`src/rtl/mem_access_pkg.sv`:
```
// rtl/mem_access_pkg.sv - shared constants, FSM encoding and helpers for the MEM stage
//
// Purpose : constants and types used by mem_access and mem_bus_ctrl.
// Contents: REG_INVALID, UART_DATA/UART_STAT addresses, bubble result value,
//           bus FSM state encoding, UART status word helper.
package mem_access_pkg;

    localparam logic [3:0]  REG_INVALID   = 4'hF;
    localparam logic [15:0] UART_DATA     = 16'hBF00;
    // The status register sits directly above the data register.
    localparam logic [15:0] UART_STAT     = UART_DATA + 16'h0001;
    localparam logic [15:0] BUBBLE_RESULT = 16'h00DD;

    typedef enum logic [1:0] {
        ST_IDLE   = 2'd0,
        ST_ACCESS = 2'd1,
        ST_DONE   = 2'd2
    } bus_state_e;

    // Status word: bit1 = receive data ready, bit0 = transmitter fully empty.
    function automatic logic [15:0] uart_status(input logic data_ready,
                                                input logic tbre,
                                                input logic tsre);
        return {14'b0, data_ready, tbre & tsre};
    endfunction

endpackage

```
`src/rtl/mem_access_if.sv`:
```
// rtl/mem_access_if.sv - data bus req/ack interface between MEM stage and memory
//
// Purpose : groups the shared data-bus signals.
// Ports   : mo_bus_req/mo_bus_we/mo_bus_addr/mo_bus_wdata driven by the master,
//           mi_bus_rdata/mi_bus_ack driven by the slave.
interface mem_access_if;

    logic        mo_bus_req;
    logic        mo_bus_we;
    logic [15:0] mo_bus_addr;
    logic [15:0] mo_bus_wdata;
    logic [15:0] mi_bus_rdata;
    logic        mi_bus_ack;

    modport master (
        output mo_bus_req, mo_bus_we, mo_bus_addr, mo_bus_wdata,
        input  mi_bus_rdata, mi_bus_ack
    );

    modport slave (
        input  mo_bus_req, mo_bus_we, mo_bus_addr, mo_bus_wdata,
        output mi_bus_rdata, mi_bus_ack
    );

endinterface

```
`src/rtl/mem_bus_ctrl.sv`:
```
// rtl/mem_bus_ctrl.sv - bus access FSM, timeout counter and bus output registers
//
// Purpose : runs one req/ack bus cycle per memory instruction.
// Ports   : mwi_clk/mwi_rst (async active-low) clock and reset;
//           op_req (bus-op present), op_we, op_addr, op_wdata from the stage;
//           bus (master modport); state (FSM state), cap_rdata (captured read
//           data or bubble value on timeout), bus_err (sticky timeout flag).
module mem_bus_ctrl
    import mem_access_pkg::*;
#(
    parameter int BUS_TIMEOUT = 255
) (
    input  logic          mwi_clk,
    input  logic          mwi_rst,
    input  logic          op_req,
    input  logic          op_we,
    input  logic [15:0]   op_addr,
    input  logic [15:0]   op_wdata,
    mem_access_if.master  bus,
    output bus_state_e    state,
    output logic [15:0]   cap_rdata,
    output logic          bus_err
);

    localparam logic [7:0] CNT_LAST = 8'(BUS_TIMEOUT - 1);

    bus_state_e  state_q,  state_d;
    logic        req_q,    req_d;
    logic        we_q,     we_d;
    logic [15:0] addr_q,   addr_d;
    logic [15:0] wdata_q,  wdata_d;
    logic [7:0]  cnt_q,    cnt_d;
    logic [15:0] rdata_q,  rdata_d;
    logic        err_q,    err_d;

    always_ff @(posedge mwi_clk or negedge mwi_rst) begin
        if (!mwi_rst) begin
            state_q <= ST_IDLE;
            req_q   <= 1'b0;
            we_q    <= 1'b0;
            addr_q  <= 16'h0000;
            wdata_q <= 16'h0000;
            cnt_q   <= 8'h00;
            rdata_q <= 16'h0000;
            err_q   <= 1'b0;
        end else begin
            state_q <= state_d;
            req_q   <= req_d;
            we_q    <= we_d;
            addr_q  <= addr_d;
            wdata_q <= wdata_d;
            cnt_q   <= cnt_d;
            rdata_q <= rdata_d;
            err_q   <= err_d;
        end
    end

    always_comb begin
        state_d = state_q;
        req_d   = req_q;
        we_d    = we_q;
        addr_d  = addr_q;
        wdata_d = wdata_q;
        cnt_d   = cnt_q;
        rdata_d = rdata_q;
        err_d   = err_q;

        case (state_q)
            ST_IDLE: begin
                if (op_req) begin
                    req_d   = 1'b1;
                    we_d    = op_we;
                    addr_d  = op_addr;
                    wdata_d = op_wdata;
                    cnt_d   = 8'h00;
                    state_d = ST_ACCESS;
                end
            end
            ST_ACCESS: begin
                cnt_d = cnt_q + 8'h01;
                // An ack on the final allowed cycle still completes normally.
                if (bus.mi_bus_ack) begin
                    req_d   = 1'b0;
                    we_d    = 1'b0;
                    rdata_d = bus.mi_bus_rdata;
                    state_d = ST_DONE;
                end else if (cnt_q == CNT_LAST) begin
                    req_d   = 1'b0;
                    we_d    = 1'b0;
                    rdata_d = BUBBLE_RESULT;
                    err_d   = 1'b1;
                    state_d = ST_DONE;
                end
            end
            ST_DONE: begin
                state_d = ST_IDLE;
            end
            default: begin
                state_d = ST_IDLE;
                req_d   = 1'b0;
                we_d    = 1'b0;
            end
        endcase
    end

    assign bus.mo_bus_req   = req_q;
    assign bus.mo_bus_we    = we_q;
    assign bus.mo_bus_addr  = addr_q;
    assign bus.mo_bus_wdata = wdata_q;

    assign state     = state_q;
    assign cap_rdata = rdata_q;
    assign bus_err   = err_q;

endmodule

```
`src/rtl/mem_access.sv`:
```
// rtl/mem_access.sv - MEM pipeline stage: pass-through, UART status, bus loads/stores
//
// Purpose : forwards ALU results, decodes the UART status read locally and
//           runs loads/stores on the data bus, stalling upstream meanwhile.
// Ports   : mwi_clk/mwi_rst (async active-low); mi_* EX/MEM fields and UART
//           status lines; bus (master modport); mo_* fields to mem_wb,
//           mo_valid (mem_wb enable), mo_stall (upstream freeze),
//           mo_bus_err (sticky bus timeout).
module mem_access
    import mem_access_pkg::*;
#(
    parameter int BUS_TIMEOUT = 255
) (
    input  logic          mwi_clk,
    input  logic          mwi_rst,
    input  logic [15:0]   mi_instr,
    input  logic [15:0]   mi_pc,
    input  logic [15:0]   mi_alu_result,
    input  logic [15:0]   mi_store_data,
    input  logic          mi_mem_rd,
    input  logic          mi_mem_wr,
    input  logic [3:0]    mi_wreg_addr,
    input  logic          mi_reg_wrn,
    input  logic          mi_uart_tbre,
    input  logic          mi_uart_tsre,
    input  logic          mi_uart_data_ready,
    mem_access_if.master  bus,
    output logic [15:0]   mo_instr,
    output logic [15:0]   mo_pc,
    output logic [15:0]   mo_result,
    output logic [3:0]    mo_wreg_addr,
    output logic          mo_reg_wrn,
    output logic          mo_valid,
    output logic          mo_stall,
    output logic          mo_bus_err
);

    bus_state_e  state;
    logic [15:0] cap_rdata;
    logic        is_load;
    logic        is_stat_rd;
    logic        bus_op;
    logic        valid;

    // A write wins when both strobes are set, so only a pure read of the
    // status address is served locally.
    always_comb begin
        is_load    = mi_mem_rd & ~mi_mem_wr;
        is_stat_rd = is_load & (mi_alu_result == UART_STAT);
        bus_op     = mi_mem_wr | (is_load & ~is_stat_rd);
    end

    mem_bus_ctrl #(
        .BUS_TIMEOUT (BUS_TIMEOUT)
    ) u_bus_ctrl (
        .mwi_clk   (mwi_clk),
        .mwi_rst   (mwi_rst),
        .op_req    (bus_op),
        .op_we     (mi_mem_wr),
        .op_addr   (mi_alu_result),
        .op_wdata  (mi_store_data),
        .bus       (bus),
        .state     (state),
        .cap_rdata (cap_rdata),
        .bus_err   (mo_bus_err)
    );

    always_comb begin
        valid        = (state == ST_DONE) | ((state == ST_IDLE) & ~bus_op);
        mo_valid     = valid;
        mo_stall     = ~valid;
        mo_instr     = 16'h0000;
        mo_pc        = 16'h0000;
        mo_result    = BUBBLE_RESULT;
        mo_wreg_addr = REG_INVALID;
        mo_reg_wrn   = 1'b0;
        if (valid) begin
            mo_instr     = mi_instr;
            mo_pc        = mi_pc;
            mo_wreg_addr = mi_wreg_addr;
            mo_reg_wrn   = mi_reg_wrn;
            // EX/MEM is still frozen in DONE, so is_load describes the
            // instruction whose access just finished.
            if (state == ST_DONE)
                mo_result = is_load ? cap_rdata : mi_alu_result;
            else if (is_stat_rd)
                mo_result = uart_status(mi_uart_data_ready, mi_uart_tbre, mi_uart_tsre);
            else
                mo_result = mi_alu_result;
        end
    end

endmodule
```
`src/flat_wrapper.sv`:
```
// flat-port wrapper written by rule: the top's interface ports become plain ports
module mem_access_flat import mem_access_pkg::*;
#(
    parameter int BUS_TIMEOUT = 255
)
  (mwi_clk, mwi_rst, mi_instr, mi_pc, mi_alu_result, mi_store_data, mi_mem_rd, mi_mem_wr, mi_wreg_addr, mi_reg_wrn, mi_uart_tbre, mi_uart_tsre, mi_uart_data_ready, mo_instr, mo_pc, mo_result, mo_wreg_addr, mo_reg_wrn, mo_valid, mo_stall, mo_bus_err, bus_mo_bus_req, bus_mo_bus_we, bus_mo_bus_addr, bus_mo_bus_wdata, bus_mi_bus_rdata, bus_mi_bus_ack);
  mem_access_if bus_i ();
  input  logic mwi_clk;
  input  logic mwi_rst;
  input  logic [15:0] mi_instr;
  input  logic [15:0] mi_pc;
  input  logic [15:0] mi_alu_result;
  input  logic [15:0] mi_store_data;
  input  logic mi_mem_rd;
  input  logic mi_mem_wr;
  input  logic [3:0] mi_wreg_addr;
  input  logic mi_reg_wrn;
  input  logic mi_uart_tbre;
  input  logic mi_uart_tsre;
  input  logic mi_uart_data_ready;
  output logic [15:0] mo_instr;
  output logic [15:0] mo_pc;
  output logic [15:0] mo_result;
  output logic [3:0] mo_wreg_addr;
  output logic mo_reg_wrn;
  output logic mo_valid;
  output logic mo_stall;
  output logic mo_bus_err;
  output wire logic [$bits(bus_i.mo_bus_req)-1:0] bus_mo_bus_req;
  output wire logic [$bits(bus_i.mo_bus_we)-1:0] bus_mo_bus_we;
  output wire logic [$bits(bus_i.mo_bus_addr)-1:0] bus_mo_bus_addr;
  output wire logic [$bits(bus_i.mo_bus_wdata)-1:0] bus_mo_bus_wdata;
  input wire logic [$bits(bus_i.mi_bus_rdata)-1:0] bus_mi_bus_rdata;
  input wire logic [$bits(bus_i.mi_bus_ack)-1:0] bus_mi_bus_ack;
  assign bus_mo_bus_req = bus_i.mo_bus_req;
  assign bus_mo_bus_we = bus_i.mo_bus_we;
  assign bus_mo_bus_addr = bus_i.mo_bus_addr;
  assign bus_mo_bus_wdata = bus_i.mo_bus_wdata;
  assign bus_i.mi_bus_rdata = bus_mi_bus_rdata;
  assign bus_i.mi_bus_ack = bus_mi_bus_ack;
  mem_access #(.BUS_TIMEOUT(BUS_TIMEOUT)) u_core (.mwi_clk(mwi_clk), .mwi_rst(mwi_rst), .mi_instr(mi_instr), .mi_pc(mi_pc), .mi_alu_result(mi_alu_result), .mi_store_data(mi_store_data), .mi_mem_rd(mi_mem_rd), .mi_mem_wr(mi_mem_wr), .mi_wreg_addr(mi_wreg_addr), .mi_reg_wrn(mi_reg_wrn), .mi_uart_tbre(mi_uart_tbre), .mi_uart_tsre(mi_uart_tsre), .mi_uart_data_ready(mi_uart_data_ready), .bus(bus_i), .mo_instr(mo_instr), .mo_pc(mo_pc), .mo_result(mo_result), .mo_wreg_addr(mo_wreg_addr), .mo_reg_wrn(mo_reg_wrn), .mo_valid(mo_valid), .mo_stall(mo_stall), .mo_bus_err(mo_bus_err));
endmodule
```
`config.mk`:
```
export PLATFORM = sky130hd
export DESIGN_NAME = mem_access_flat
export DESIGN_NICKNAME = d
export VERILOG_FILES = /design/src/rtl/mem_access_pkg.sv /design/src/rtl/mem_access_if.sv /design/src/rtl/mem_bus_ctrl.sv /design/src/rtl/mem_access.sv /design/src/flat_wrapper.sv
export SDC_FILE = /design/constraint.sdc
export NUM_CORES = 1
export LEC_CHECK = 0
export ABC_AREA = 1
export CORE_MARGIN = 3
export CORE_UTILIZATION = 43
export CTS_BUF_LIST = sky130_fd_sc_hd__clkbuf_2 sky130_fd_sc_hd__clkbuf_4 sky130_fd_sc_hd__clkbuf_8
export DETAILED_ROUTE_END_ITERATION = 10
export GPL_TIMING_DRIVEN = 0
export MAX_ROUTING_LAYER = met4
export PLACE_DENSITY = 0.95
export SYNTH_ARGS = -nofsm -noshare
export SYNTH_HDL_FRONTEND = slang
export SYNTH_SLANG_ARGS = --single-unit
```
`constraint.sdc`:
```
create_clock -name mwi_clk -period 4.2 [get_ports mwi_clk]
set_input_delay 1.26 -clock mwi_clk [delete_from_list [all_inputs] [get_ports mwi_clk]]
set_output_delay 1.26 -clock mwi_clk [all_outputs]
set_load 0.02 [all_outputs]
```
# Yosys cells after proc, flatten, opt, wreduce, memory -nomap -nowiden
# Cells that the tools add are included.
[word_totals]
in_bits = 93
regBits = 61
output_inout_bits = 90
elab_cells = 59
[classes]
bitwise = 13
muxes = 22
add_sub_neg = 1
eq_ne = 6
reduce_logical = 9
[op_table]
columns = ["cell", "n"]
rows = [
  ["two-way mux 16 bit", 8],
  ["equality test 16 bit (second input constant)", 1],
  ["one-hot mux 8 bit (2 select lines)", 1],
  ["adder 8 x 1 -> 8 bit (second input constant)", 1],
  ["equality test 8 bit (second input constant)", 1],
  ["two-way mux 8 bit", 1],
  ["AND reduction 2 bit", 4],
  ["two-way mux 2 bit", 3],
  ["NOT 1 bit", 6],
  ["one-hot mux 1 bit (3 select lines)", 2],
  ["AND reduction 3 bit", 2],
  ["AND 1 bit", 5],
  ["two-way mux 1 bit", 5],
  ["two-way mux 4 bit", 1],
  ["one-hot mux 2 bit (2 select lines)", 1],
  ["nonzero test 2 bit", 2],
  ["inequality test 3 bit (second input constant)", 1],
  ["equality test 2 x 1 -> 1 bit (second input constant)", 1],
  ["equality test 2 bit (second input constant)", 1],
  ["logical NOT 2 bit", 1],
  ["inequality test 2 x 1 -> 1 bit (second input constant)", 1],
  ["bitwise OR 1 bit", 2],
]

# Logic depth before layout (Yosys ltp)
[depth]
depth_word = 10
mapped_depth = 12
mapped_depth_nobuf = 10

# By module
# Synthesis repeated with hierarchy kept, for this count alone.
[hier_totals]
cells_unflattened = 474
area_unflattened_um2 = 3510.9
[by_module_without_submodules]
columns = ["module", "cells_per_inst", "instances", "area_each_um2", "seq_area_each_um2"]
rows = [
  ["mem_bus_ctrl", 293, 1, 2551.2, 1526.5],
  ["mem_access", 181, 1, 959.7, 0.0],
]

# Worst setup path after synthesis
# Ideal clock, no wire load.
[synth_path]
path_kind = "input to output"
startpoint = "input mi_alu_result[7]"
endpoint = "output mo_instr[10]"
setup_slack_ps = 576
path_buffers = 2
t_required_ps = 2940
stages = 11
arrival_time_ps = 2364
path_cell_list = "nor2_1 -> nand2_1 -> nor2_1 -> nand2_1 -> nand2_2 -> nand2_4 -> nand2_2 -> nand2_2 -> buf_6 -> buf_6 -> nor2_1"
[synth_between]
elab_chain_cells = 9
[synth_rtl]
columns = ["item", "line", "source"]
rows = [
  ["start, declared", "flat_wrapper.sv:12", "input logic [15:0] mi_alu_result;"],
  ["equality test 16 bit", "mem_access.sv:49", "is_stat_rd = is_load & (mi_alu_result == UART_STAT);"],
  ["AND 1 bit", "mem_access.sv:49", ""],
  ["NOT 1 bit", "mem_access.sv:50", "bus_op = mi_mem_wr | (is_load & ~is_stat_rd);"],
  ["AND 1 bit", "mem_access.sv:50", ""],
  ["bitwise OR 1 bit", "mem_access.sv:50", ""],
  ["NOT 1 bit", "mem_access.sv:69", "valid = (state == ST_DONE) | ((state == ST_IDLE) & ~bus_op);"],
  ["AND 1 bit", "mem_access.sv:69", ""],
  ["bitwise OR 1 bit", "mem_access.sv:69", ""],
  ["two-way mux 16 bit", "mem_access.sv:77", "if (valid) begin"],
  ["end, declared", "flat_wrapper.sv:21", "output logic [15:0] mo_instr;"],
]
# Every way passes these cells.

# Final worst setup path
[layout_path]
startpoint = "input mi_mem_wr"
endpoint = "output mo_result[1]"
[layout_between]
elab_chain_cells = 10
elab_cells_between_ends = 13
cone_classes = "4 x mux; 9 x bitwise"
[layout_rtl]
columns = ["item", "line", "source"]
rows = [
  ["start, declared", "flat_wrapper.sv:15", "input logic mi_mem_wr;"],
  ["NOT 1 bit", "mem_access.sv:48", "is_load = mi_mem_rd & ~mi_mem_wr;"],
  ["AND 1 bit", "mem_access.sv:48", ""],
  ["AND 1 bit", "mem_access.sv:49", ""],
  ["NOT 1 bit", "mem_access.sv:50", ""],
  ["AND 1 bit", "mem_access.sv:50", ""],
  ["bitwise OR 1 bit", "mem_access.sv:50", ""],
  ["NOT 1 bit", "mem_access.sv:69", ""],
  ["AND 1 bit", "mem_access.sv:69", ""],
  ["bitwise OR 1 bit", "mem_access.sv:69", ""],
  ["two-way mux 16 bit *", "mem_access.sv:77", ""],
  ["end, declared", "flat_wrapper.sv:23", "output logic [15:0] mo_result;"],
]
# Every way passes the cells marked *; elsewhere a longest branch is shown, timed or not.

==> results.json <==
{
  "worst_slew_margin_rel_pct": 54.1,
  "p_comb_share_pct": 51.7,
  "design_area_um2": 5430,
  "cts.sink_count": 61,
  "placed_cells_incl_taps": 743,
  "synth_mux_area_share_pct": 0,
  "final_util_pct": 73.7,
  "dp.final_hpwl_um": 9370,
  "net-switching-power_mw": 1.40,
  "start_kind": "primary input",
  "highest_count_cells_in_the_layout_ignoring_fill_and_taps": "clkdlybuf4s50_1, nand2_1, inv_1, nor2_1, dfrtp_1",
  "drtPass1Iterations": 5,
  "critical_path.reg2reg.startpoint": "u_core.u_bus_ctrl.cnt_q[4]$_DFFE_PN0P_",
  "post_synth_xor_xnor_area_pct": 0.527,
  "number_of_synthesized_register_bits": 61,
  "gpl.final_weighted_congestion": 0.897,
  "minimum_period_implied_by_the_final_worst_setup_slack_ns": 4.10,
  "design.core.area_um2": 7370,
  "area_growth_pct": 63.3,
  "netlist_area_um2": 3330,
  "detail_route.wl_per_cell_um": 15.7,
  "ctsRootBufferMaster": "clkbuf_8",
  "final.period_utilization_pct": 97.7,
  "total_drc_errors_in_the_routed_layout": 0,
  "max_freq_mhz": 244,
  "cts_htree_levels": 3,
  "sequential_share_of_power_pct": 30.2,
  "power_switching_share_pct": 42.2,
  "skew_ns": 0.00387,
  "globalRouteTotalUtil_pct": 27.9,
  "grt_pass1_wl_um": 18800,
  "final_common_cell": "clkdlybuf4s50_1",
  "numPortBuffers": 182,
  "timing.critical_path.arrival_ns": 2.84,
  "initial_core_util_pct": 45.1,
  "first_global_vias": 3783,
  "drive_gt1_share_pct": 18.4,
  "worst_hold_startpoint": "u_core.u_bus_ctrl.cap_rdata[1]$_DFFE_PN0P_",
  "synth_compound_gate_area_share_pct": 11.7,
  "die-height_um": 93.9,
  "route.met3.wl_um": 774,
  "route.antenna.remaining_nets": 0,
  "worst-endpoint-required_ns": 2.94,
  "clk-insertion-delay-late_ns": 0.34,
  "grt_antenna_before_repair": 0,
  "ports_placed_on_the_boundary": 183,
  "internal_power_mw": 1.92,
  "transition_time_of_the_tightest_slew_check_pin_ns": 0.689,
  "cts_tree": "done",
  "cts_inserted_buffers": 9,
  "syn_nets": 556,
  "power.share.clock_pct": 18.1,
  "path_max_fanout": 10,
  "report.power.total_mw": 3.32,
  "rows": 31,
  "max_cap_viol": 0,
  "synth_seq_area_share_pct": 45.9,
  "synth_top_family_by_area": "simple AND/OR/NAND/NOR gates",
  "num-nets-final": 752,
  "status": "finished, final reports clean",
  "drt_iter0_drc": 205,
  "simple_gate_portion_of_the_synthesized_area_pct": 29.2,
  "p_per_area_nw_per_um2": 611,
  "m1WireLength_um": 4760,
  "finalHoldViolations": 0,
  "dpl_cell_area_um2": 5290,
  "wl_met2_um": 6140,
  "power.static_leakage_nw": 2.84,
  "detailroute.via_count": 3851,
  "final-setup-viol-count": 0,
  "ys.warnings.count": 0,
  "path_class": "primary input to output port",
  "clk_pin_slew_ns": 0.07,
  "die_w_um": 93.9,
  "postSynthAreaPerCell_um2": 7.21,
  "crit_path_capture_type": "output port",
  "pin_count_of_the_biggest_net_entering_global_routing": 33,
  "routed.top_layer": "met4",
  "synth_adder_area_share_pct": 0.752,
  "worst_hold_slack_ns": 0.470,
  "synth_cells": 461,
  "vias_per_cell": 5.05,
  "totalWireLength_um": 12000,
  "final_cells": 763,
  "peakVddDrop_v": 0.000347,
  "flop_to_flop_setup_slack_ns": 2.45,
  "hold_class": "register to register",
  "number_of_pins_with_negative_max_slew_slack_in_the_final_report": 0,
  "ctsLongestPathBuffers": 2,
  "overflow": 0,
  "rsz0062_at_grt": "no",
  "synth.lib_cells_used.distinct": 24,
  "source_of_the_critical_timing_path": "mi_mem_wr",
  "dieArea_um2": 8830
}
[sequential cells by signal (all words and copies together) (netlist names)]
name / cells
u_core.u_bus_ctrl.cap_rdata: 16
u_core.u_bus_ctrl.bus.mo_bus_addr: 16
u_core.u_bus_ctrl.bus.mo_bus_we: 1
u_core.u_bus_ctrl.bus_err: 1
u_core.u_bus_ctrl.cnt_q: 8
u_core.u_bus_ctrl.bus.mo_bus_wdata: 16
u_core.u_bus_ctrl.bus.mo_bus_req: 1
u_core.u_bus_ctrl.state: 2
[worst max-delay path, cell delays in order]
cell,delay [ns]
clkdlybuf4s50_1,0.44
inv_2,0.12
nand2_2,0.11
buf_4,0.18
a21oi_1,0.11
o21ai_0,0.14
a21oi_1,0.18
clkdlybuf4s15_2,0.29
[power by group through the flow]
stage / clock network (mW) / logic (mW) / registers (mW)
floorplan: 0 / 0.752 / 1.17
global route: 0.642 / 1.86 / 1.03
detailed placement: 0 / 1.77 / 1.00
global placement: 0 / 1.72 / 0.988
CTS: 0.606 / 1.71 / 0.998
finish: 0.602 / 1.71 / 1.00
[cell families after synthesis]
| family | Yosys count |
|---|---|
| xor+xnor | 2 |
| compound gates | 71 |
| buf+inv | 91 |
| fa+ha+maj | 2 |
| flops | 61 |
| simple gates | 234 |
[cells in the mapped netlist]
master    instances  area [um^2]
nand2_1         105          394
nor2_1           75          282
inv_1            65          244
dfrtp_1          61         1530
o21ai_0          40          200
nand3_1          36          180
a21oi_1          17         85.1
a31oi_1           7         43.8
buf_2             7         35.0
clkbuf_1          7         26.3
buf_6             6         67.6
inv_2             6         22.5
o211ai_1          5         37.5
nand2_2           4         25.0
nand4_1           4         25.0
or2_1             4         25.0
nor2_2            3         18.8
ha_1              2         25.0
nor3_1            2         10.0
a21oi_4           1         16.3
nand2_4           1         11.3
o21bai_1          1         7.51
xnor2_1           1         8.76
xor2_1            1         8.76
[through the flow]
step	worst slack (ns)	setup TNS (ns)
after global placement	-0.614	-25.25
final	0.0975	0
after detailed placement	-0.664	-27.51
after global routing	0.0137	0
after CTS	0.00341	0
after floorplan	0.576	0
[worst paths after layout]
check	end	depth (start not counted)
setup reg to reg	u_core.u_bus_ctrl.cap_rdata[12]$_DFFE_PN0P_	7
hold reg to reg	u_core.u_bus_ctrl.cap_rdata[1]$_DFFE_PN0P_	2
hold / removal	u_core.u_bus_ctrl.cap_rdata[1]$_DFFE_PN0P_	2
max in group asynchronous	u_core.u_bus_ctrl.bus.mo_bus_addr[0]$_DFFE_PN0P_	2
min in group asynchronous	u_core.u_bus_ctrl.bus.mo_bus_wdata[0]$_DFFE_PN0P_	1
setup / recovery	mo_result[1]	8
[routing by layer]
metal	track usage, %	vias to the layer above
li1	-	1833
met1	35.1	1801
met2	45.1	188
met3	4.89	29
met4	10.8	0
met5	-	-
[cell type report]
class | count | area [um^2]
Clock inverter | 4 | 70.1
Buffer | 20 | 138
Antenna cell | 2 | 5.00
Multi-Input combinational cell | 309 | 1450
Sequential cell | 61 | 1530
Fill cell | 535 | 1940
Tap cell | 99 | 124
Inverter | 71 | 267
Timing Repair Buffer | 185 | 1690
Clock buffer | 12 | 159
[what timing repair did]
action,CTS,global route
gates cloned,0,0
gates resized for setup,226,40
buffers inserted,2,0
hold buffers,0,0
setup endpoints to repair,55,55
pin swaps,4,10
No activity file was read; power rests on OpenSTA's default activity.
